--- config.mk ---
export PLATFORM = sky130hd
export DESIGN_NAME = shift_arbiter_flat
export DESIGN_NICKNAME = d
export VERILOG_FILES = /design/src/rtl/shift_arbiter_if.sv /design/src/rtl/shift_arbiter.sv /design/src/flat_wrapper.sv
export SDC_FILE = /design/constraint.sdc
export NUM_CORES = 1
export LEC_CHECK = 0
export BUFFER_PORTS_ARGS = -buffer_cell sky130_fd_sc_hd__buf_2
export CORE_MARGIN = 1.5
export CORE_UTILIZATION = 44
export CTS_BUF_LIST = sky130_fd_sc_hd__clkbuf_2 sky130_fd_sc_hd__clkbuf_4 sky130_fd_sc_hd__clkbuf_8
export DETAILED_ROUTE_END_ITERATION = 12
export PLACE_DENSITY_LB_ADDON = 0.2
export SYNTH_ARGS = -nofsm -noshare
export SYNTH_HDL_FRONTEND = slang
export SYNTH_SLANG_ARGS = --single-unit
--- constraint.sdc ---
create_clock -name clk -period 2.4 [get_ports clk]
set_input_delay 0.48 -clock clk [delete_from_list [all_inputs] [get_ports clk]]
set_output_delay 0.48 -clock clk [all_outputs]
set_load 0.05 [all_outputs]
--- src/rtl/shift_arbiter_if.sv ---
// shift_arbiter_if: requester, shared-shifter and response signals of the shift arbiter.
interface shift_arbiter_if;
    logic        r0_valid, r1_valid;
    logic        r0_ready, r1_ready;
    logic [31:0] r0_A, r1_A;
    logic [4:0]  r0_B, r1_B;
    logic        r0_ctl0, r1_ctl0, r0_ctl1, r1_ctl1;
    logic [31:0] sh_A, sh_B, sh_out;
    logic        sh_ctl0, sh_ctl1;
    logic        rsp_valid, rsp_ready, rsp_id;
    logic [31:0] rsp_data;
    logic        busy;

    modport slave (
        input  r0_valid, r1_valid, r0_A, r1_A, r0_B, r1_B,
               r0_ctl0, r1_ctl0, r0_ctl1, r1_ctl1, sh_out, rsp_ready,
        output r0_ready, r1_ready, sh_A, sh_B, sh_ctl0, sh_ctl1,
               rsp_valid, rsp_data, rsp_id, busy
    );

    modport master (
        output r0_valid, r1_valid, r0_A, r1_A, r0_B, r1_B,
               r0_ctl0, r1_ctl0, r0_ctl1, r1_ctl1, sh_out, rsp_ready,
        input  r0_ready, r1_ready, sh_A, sh_B, sh_ctl0, sh_ctl1,
               rsp_valid, rsp_data, rsp_id, busy
    );
endinterface

--- src/rtl/shift_arbiter.sv ---
// shift_arbiter: round-robin sharing of one external shifter between two requesters.
module shift_arbiter (
    input logic            clk,
    input logic            reset_n,
    shift_arbiter_if.slave bus
);
    typedef enum logic [1:0] {IDLE, ISSUE, RESP} state_t;
    state_t      state, next;
    logic        last_grant, grant, accept, id;
    logic [31:0] op_a, res;
    logic [4:0]  op_b;
    logic        op_c0, op_c1;

    always_comb begin
        grant  = (bus.r0_valid && bus.r1_valid) ? ~last_grant : bus.r1_valid;
        accept = reset_n && state == IDLE && (bus.r0_valid || bus.r1_valid);
        next   = state == IDLE  ? (accept ? ISSUE : IDLE) :
                 state == ISSUE ? RESP : (bus.rsp_ready ? IDLE : RESP);
    end

    assign bus.r0_ready  = accept && !grant;
    assign bus.r1_ready  = accept && grant;
    assign bus.sh_A      = op_a;
    assign bus.sh_B      = {27'b0, op_b};
    assign bus.sh_ctl0   = op_c0;
    assign bus.sh_ctl1   = op_c1;
    assign bus.rsp_valid = state == RESP;
    assign bus.rsp_data  = res;
    assign bus.rsp_id    = id;
    assign bus.busy      = state != IDLE;

    always_ff @(posedge clk or negedge reset_n) begin
        if (!reset_n) begin
            state      <= IDLE;
            last_grant <= 1'b1;
            op_a       <= '0;
            op_b       <= '0;
            op_c0      <= 1'b0;
            op_c1      <= 1'b0;
            res        <= '0;
            id         <= 1'b0;
        end else begin
            state <= next;
            if (accept) begin
                op_a       <= grant ? bus.r1_A : bus.r0_A;
                op_b       <= grant ? bus.r1_B : bus.r0_B;
                op_c0      <= grant ? bus.r1_ctl0 : bus.r0_ctl0;
                op_c1      <= grant ? bus.r1_ctl1 : bus.r0_ctl1;
                id         <= grant;
                last_grant <= grant;
            end
            if (state == ISSUE) res <= bus.sh_out;
        end
    end
endmodule

--- src/flat_wrapper.sv ---
// flat-port wrapper written by rule: the top's interface ports become plain ports
module shift_arbiter_flat 
  (clk, reset_n, bus_r0_valid, bus_r1_valid, bus_r0_A, bus_r1_A, bus_r0_B, bus_r1_B, bus_r0_ctl0, bus_r1_ctl0, bus_r0_ctl1, bus_r1_ctl1, bus_sh_out, bus_rsp_ready, bus_r0_ready, bus_r1_ready, bus_sh_A, bus_sh_B, bus_sh_ctl0, bus_sh_ctl1, bus_rsp_valid, bus_rsp_data, bus_rsp_id, bus_busy);
  shift_arbiter_if bus_i ();
  input logic clk;
  input logic reset_n;
  input wire logic [$bits(bus_i.r0_valid)-1:0] bus_r0_valid;
  input wire logic [$bits(bus_i.r1_valid)-1:0] bus_r1_valid;
  input wire logic [$bits(bus_i.r0_A)-1:0] bus_r0_A;
  input wire logic [$bits(bus_i.r1_A)-1:0] bus_r1_A;
  input wire logic [$bits(bus_i.r0_B)-1:0] bus_r0_B;
  input wire logic [$bits(bus_i.r1_B)-1:0] bus_r1_B;
  input wire logic [$bits(bus_i.r0_ctl0)-1:0] bus_r0_ctl0;
  input wire logic [$bits(bus_i.r1_ctl0)-1:0] bus_r1_ctl0;
  input wire logic [$bits(bus_i.r0_ctl1)-1:0] bus_r0_ctl1;
  input wire logic [$bits(bus_i.r1_ctl1)-1:0] bus_r1_ctl1;
  input wire logic [$bits(bus_i.sh_out)-1:0] bus_sh_out;
  input wire logic [$bits(bus_i.rsp_ready)-1:0] bus_rsp_ready;
  output wire logic [$bits(bus_i.r0_ready)-1:0] bus_r0_ready;
  output wire logic [$bits(bus_i.r1_ready)-1:0] bus_r1_ready;
  output wire logic [$bits(bus_i.sh_A)-1:0] bus_sh_A;
  output wire logic [$bits(bus_i.sh_B)-1:0] bus_sh_B;
  output wire logic [$bits(bus_i.sh_ctl0)-1:0] bus_sh_ctl0;
  output wire logic [$bits(bus_i.sh_ctl1)-1:0] bus_sh_ctl1;
  output wire logic [$bits(bus_i.rsp_valid)-1:0] bus_rsp_valid;
  output wire logic [$bits(bus_i.rsp_data)-1:0] bus_rsp_data;
  output wire logic [$bits(bus_i.rsp_id)-1:0] bus_rsp_id;
  output wire logic [$bits(bus_i.busy)-1:0] bus_busy;
  assign bus_i.r0_valid = bus_r0_valid;
  assign bus_i.r1_valid = bus_r1_valid;
  assign bus_i.r0_A = bus_r0_A;
  assign bus_i.r1_A = bus_r1_A;
  assign bus_i.r0_B = bus_r0_B;
  assign bus_i.r1_B = bus_r1_B;
  assign bus_i.r0_ctl0 = bus_r0_ctl0;
  assign bus_i.r1_ctl0 = bus_r1_ctl0;
  assign bus_i.r0_ctl1 = bus_r0_ctl1;
  assign bus_i.r1_ctl1 = bus_r1_ctl1;
  assign bus_i.sh_out = bus_sh_out;
  assign bus_i.rsp_ready = bus_rsp_ready;
  assign bus_r0_ready = bus_i.r0_ready;
  assign bus_r1_ready = bus_i.r1_ready;
  assign bus_sh_A = bus_i.sh_A;
  assign bus_sh_B = bus_i.sh_B;
  assign bus_sh_ctl0 = bus_i.sh_ctl0;
  assign bus_sh_ctl1 = bus_i.sh_ctl1;
  assign bus_rsp_valid = bus_i.rsp_valid;
  assign bus_rsp_data = bus_i.rsp_data;
  assign bus_rsp_id = bus_i.rsp_id;
  assign bus_busy = bus_i.busy;
  shift_arbiter u_core (.clk(clk), .reset_n(reset_n), .bus(bus_i));
endmodule
==> flow_summary.ini, run 1 <==
[cells_and_area]
diodes = 0
final_cell_mix = 188 x buf_2, 74 x dfrtp_1, 39 x nand2_1, 39 x nor3_1, 39 x a221o_1
fill_cells = 708
layout.nets = 592
area_delta_synth_final_pct = 33.0
final_common_cell = buf_2
final_core_util_pct = 59.9
drive_gt1_share_pct = 50.0

[sta]
period_share_pct = 97.8
drv_slew = 0
tightest_slew_ps = 914
relSlewSlack_pct = 39.1
max_freq_ghz = 0.426
whs_ps = 324
hold_violations = 0
finClkSkew_ps = 6.56
finalCriticalPeriod_ps = 2350
tns_ps = 0
finalSetupViolCount = 0
rsz0062_at_grt = false

[global_routing]
grt_pass1_vias = 2805
grt_pass1_wl_microns = 13600
grt_max_degree = 76
antenna_found_initial = 0
grt_usage_pct = 20.8
grt.overflow.total = 0

[logic_synthesis]
ys_warn_count = 0
syn_area_per_cell_sq_um = 11.7
yosysSeqAreaShare_pct = 54.5
synth_seq_cells = 75
syn_area_sq_mm = 0.00345
synth_top_flop_cell = dfrtp_1
synthCells = 295
synth_cell_type_count = 24
synth_edf_count = 0
async_flop_share_pct = 100

[critical_path]
worstPathRequired_ps = 1920
ff2ff_path_depth = 4
cpPeakStageDelay_ps = 450
cpMostUsedCell = or3b_4
endpoint_kind = primary output
worst_setup_path_start_kind = flop
crit_path_cell_trace = or3b_4 > or3b_4 > inv_1 > buf_4
critPathKind = flop to primary output
critPathMaxFanout = 6
slowest_stage = or3b_4
cp.arrival_ps = 1870

[power_and_ir_drop]
power_density_mw_per_mm2 = 1640
p_total_mw = 7.53
ir_worst_vdd_mv = 0.750
p_leak_nw = 2.36

[route]
vias = 2901
drt_first_pass_iters = 4
final_antenna_net_count = 0
drc = 0
vias_per_cell = 4.97
wl_per_cell_microns = 15.0
drtIter0Drc = 106
wl_microns = 8770

[placed_design]
gp_congestion = 0.731
dp_hpwl_microns = 6220
portBuffers = 190

[floorplan]
row_count = 32
design.portCount = 218
fp.dieH_microns = 91.5
die_w_microns = 91.5
core_area_sq_mm = 0.00765
dieArea_sq_mm = 0.00837
initial_core_util_pct = 45.1

[cts]
cts-root-buf = clkbuf_8
htree_levels = 3
cts_inserted_buffers = 9
clk_latency_ps = 330
clk_path_buf_depth = 2
clk_pin_slew_ps = 80
cts.sinks = 75
tritoncts = yes

[flow_run]
cap_violations = 0

[hold_path]
min_delay_path_depth = 2
min-delay-path-class = primary input to flop

[status]
outcome = complete, no violations
## synthesized netlist by cell type, drive strengths merged, types with 2 or more instances
cell type	n	area, sq um
nand2	39	146
nor3	39	195
dfrtp	74	1850
buf	44	325
or3b	2	20.0
mux2	32	360
o21a	2	15.0
a221o	39	390
clkbuf	10	37.5
inv	4	15.0
nor2b	2	12.5
## per-layer routing
metal | up-vias | GRT usage [%] | wire (microns)
met4 | 0 | 7.03 | 140
met1 | 1380 | 25.6 | 3620
met5 | - | 0 | 0
met3 | 11 | 5.53 | 686
li1 | 1371 | - | -
met2 | 139 | 35.1 | 4320
## worst max-delay path, delay by kind of cell (launching register included)
kind / cells / cell delay (ps)
buffers and inverters: 2 / 270
and+or+nand+nor: 2 / 850
DFF: 1 / 420
## final timing paths
kind                                          from                 endpoint  slack, ps
hold reg to reg            u_core.bus.rsp_data[21]  u_core.bus.rsp_data[21]        490
max in group asynchronous                  reset_n  u_core.bus.rsp_data[23]       1420
hold / removal                       bus_rsp_ready          u_core.state[1]        320
min in group asynchronous                  reset_n      u_core.bus.sh_A[19]        360
setup / recovery                   u_core.state[1]             bus_r0_ready         50
setup reg to reg                   u_core.state[1]      u_core.bus.sh_A[12]        550
## flip-flops by register name, summed over array words and instances (netlist names)
register	count
u_core.bus.sh_ctl0	1
u_core.last_grant	1
u_core.bus.rsp_data	32
u_core.op_b	5
u_core.state	2
u_core.bus.rsp_id	1
u_core.bus.sh_ctl1	1
u_core.bus.sh_A	32
## power breakdown
group / internal (mW) / leakage [nW] / switching, mW
registers: 1.88 / 0.905 / 0.323
clock network: 0.689 / 0.119 / 0.461
logic: 1.09 / 1.34 / 3.08
## final cells by class
type                       count  area (sq um)  share of cell area, %
clock buffer                   9           124                   2.70
clock inverter                 7           116                   2.54
inverter                       4          15.0                  0.328
multi-input combinational    188          1300                   28.3
sequential                    75          1880                   41.0
tap                          102           128                   2.79
timing repair buffer         199          1020                   22.3
## cells by family (layout without fill, tap and decap cells)
family	count (synthesis)	after routing	synth area share [%]
muxes	32	32	10.5
other	1	27	0.109
and+or+nand+nor	85	85	11.3
buffers and inverters	58	219	11.0
DFF	75	75	54.5
AOI/OAI and AO/OA	44	44	12.6
## what timing repair did
action,CTS,global route
hold buffers,0,0
setup buffers,0,0
endpoints found under the setup margin,1,0
resized for setup,2,0
## per-stage QoR
step                cells  setup WS [ps]  area, sq um
floorplan             321            145         3540
detailed placement    568            107         4340
global placement      568            103         4340
global route          584           2.89         4580
CTS                   584           44.4         4580
finish                584           53.1         4580
No activity file was read; power rests on OpenSTA's default activity.
==> inputs of run 2 (changes only) <==
- CORE_UTILIZATION: 44 -> 43
- CTS_BUF_LIST: sky130_fd_sc_hd__clkbuf_2 sky130_fd_sc_hd__clkbuf_4 sky130_fd_sc_hd__clkbuf_8 -> sky130_fd_sc_hd__clkbuf_16
==> run 2 against run 1 <==
  * Design area is 1.3% higher
  * Critical path depth stayed put
  * Global-route usage is 0.59 points lower
  * Flip-flop and latch count stayed put
==> flow_summary.ini, run 2 (synthesis results as in run 1) <==
[sta]
tightest_slew_ps = 933
relSlewSlack_pct = 37.8
finalSetupViolCount = 0
drv_slew = 0
max_freq_ghz = 0.433
finalCriticalPeriod_ps = 2310
rsz0062_at_grt = false
hold_violations = 0
finClkSkew_ps = 6.40
tns_ps = 0
period_share_pct = 96.2

[critical_path]
rr_endpoint = u_core.bus.sh_A[0]
worstPathRequired_ps = 1920
crit_path_cell_trace = or3b_4 > or3b_4 > inv_1 > buf_4
worst_setup_path_start_kind = flop
cpPeakStageDelay_ps = 450
critPathKind = flop to primary output
slowest_stage = or3b_4
endpoint_kind = primary output
rr_startpoint = u_core.state[1]
ff2ff_path_depth = 4
ff2ff_setup_slack_ps = 550
cp.arrival_ps = 1830
cpMostUsedCell = or3b_4
critPathMaxFanout = 6

[cts]
clk_latency_ps = 320
tritoncts = yes
cts.sinks = 75
cts_inserted_buffers = 9
clk_pin_slew_ps = 50
holdBufCountCts = 0
clk_path_buf_depth = 2
cts-root-buf = clkbuf_16
htree_levels = 3

[global_routing]
grt_pass1_wl_microns = 13500
grt_pass1_vias = 2720
grt_max_degree = 76
grt.overflow.total = 0
antenna_found_initial = 0
grt_usage_pct = 20.2

[cells_and_area]
area_delta_synth_final_pct = 34.7
final_common_cell = buf_2
drive_gt1_share_pct = 49.9
layout.nets = 593
stdcell_count = 585
final_cell_mix = 188 x buf_2, 74 x dfrtp_1, 39 x nand2_1, 39 x nor3_1, 39 x a221o_1
fill_cells = 664
diodes = 0

[route]
drtIter0Drc = 92
drc = 0
wl_microns = 8690
vias = 2928
vias_per_cell = 5.01
wl_per_cell_microns = 14.9
final_antenna_net_count = 0
drt_first_pass_iters = 4

[floorplan]
fp.dieH_microns = 92.5
row_count = 32
dieArea_sq_mm = 0.00856
die_w_microns = 92.5
initial_core_util_pct = 44.6
design.portCount = 218
core_area_sq_mm = 0.00773

[hold_path]
min_delay_path_depth = 2
hp-start = bus_rsp_ready
min-delay-path-class = primary input to flop
holdPathEnd = u_core.state[1]

[placed_design]
portBuffers = 190
gp_congestion = 0.735
dp.cells = 569
dp_hpwl_microns = 6300

[power_and_ir_drop]
ir_worst_vdd_mv = 0.712
power_density_mw_per_mm2 = 1660
p_leak_nw = 2.39
p_total_mw = 7.69

[flow_run]
cap_violations = 0

[status]
outcome = complete, no violations
==> run 2: changes by cell type in the layout (fill, tap and decap cells not counted), sizes merged <==
cell    delta
bufinv     -2
clkinv     +2
buf        +1
==> run 2: power breakdown <==
| group | switching (mW) | internal (mW) | total, mW |
|---|---|---|---|
| combinational | 3.07 | 1.10 | 4.17 |
| clock | 0.505 | 0.800 | 1.31 |
| sequential | 0.328 | 1.89 | 2.22 |
| total | 3.90 | 3.79 | 7.69 |
==> run 2: metal layers <==
metal / routed length, microns / GRT usage, % / up-vias
li1: - / - / 1375
met1: 3650 / 26.3 / 1397
met2: 4150 / 31.7 / 147
met3: 795 / 6.65 / 9
met4: 101 / 6.41 / 0
met5: 0 / 0 / -
==> run 2: worst max-delay path by stage <==
stage               startpoint      endpoint  slack [ps]  cells past startpoint
6_report       u_core.state[1]  bus_r0_ready          90                      4
5_1_grt        u_core.state[1]  bus_r0_ready          20                      4
4_1_cts        u_core.state[1]  bus_r0_ready          80                      4
3_5_place_dp           reset_n  bus_r0_ready         100                      5
3_3_place_gp           reset_n  bus_r0_ready         120                      5
2_1_floorplan          reset_n  bus_r0_ready         140                      5
==> run 2: what timing repair did <==
action | 4_1_cts | 5_1_grt
setup endpoints to repair | 1 | 0
gates resized for setup | 2 | 0
setup buffers | 0 | 0
hold endpoints to repair | 0 | 0
==> run 2: final cells by class <==
| cell class | instances | area (sq um) | area share [%] |
|---|---|---|---|
| Timing Repair Buffer | 200 | 1030 | 22.2 |
| Clock buffer | 9 | 225 | 4.85 |
| Tap cell | 102 | 128 | 2.75 |
| Clock inverter | 7 | 68.8 | 1.48 |
| Multi-Input combinational cell | 188 | 1300 | 27.9 |
| Sequential cell | 75 | 1880 | 40.4 |
| Inverter | 4 | 15.0 | 0.323 |
==> run 2: per-stage QoR <==
stage / hold slack, ps / utilization, % / setup slack, ps / instance area [sq um]
after floorplan: 184 / - / 145 / 3540
after global placement: 470 / 56.2 / 121 / 4340
after detailed placement: 481 / 56.2 / 102 / 4340
after CTS: 331 / 60.1 / 79.5 / 4640
after global routing: 329 / 60.1 / 22.1 / 4640
final: 340 / 60.1 / 91.1 / 4640
==> run 2: critical path, delay by kind of cell, from the launching register on <==
family,cells,cell delay (ps)
buf+inv,2,260
flops,1,420
simple gates,2,840
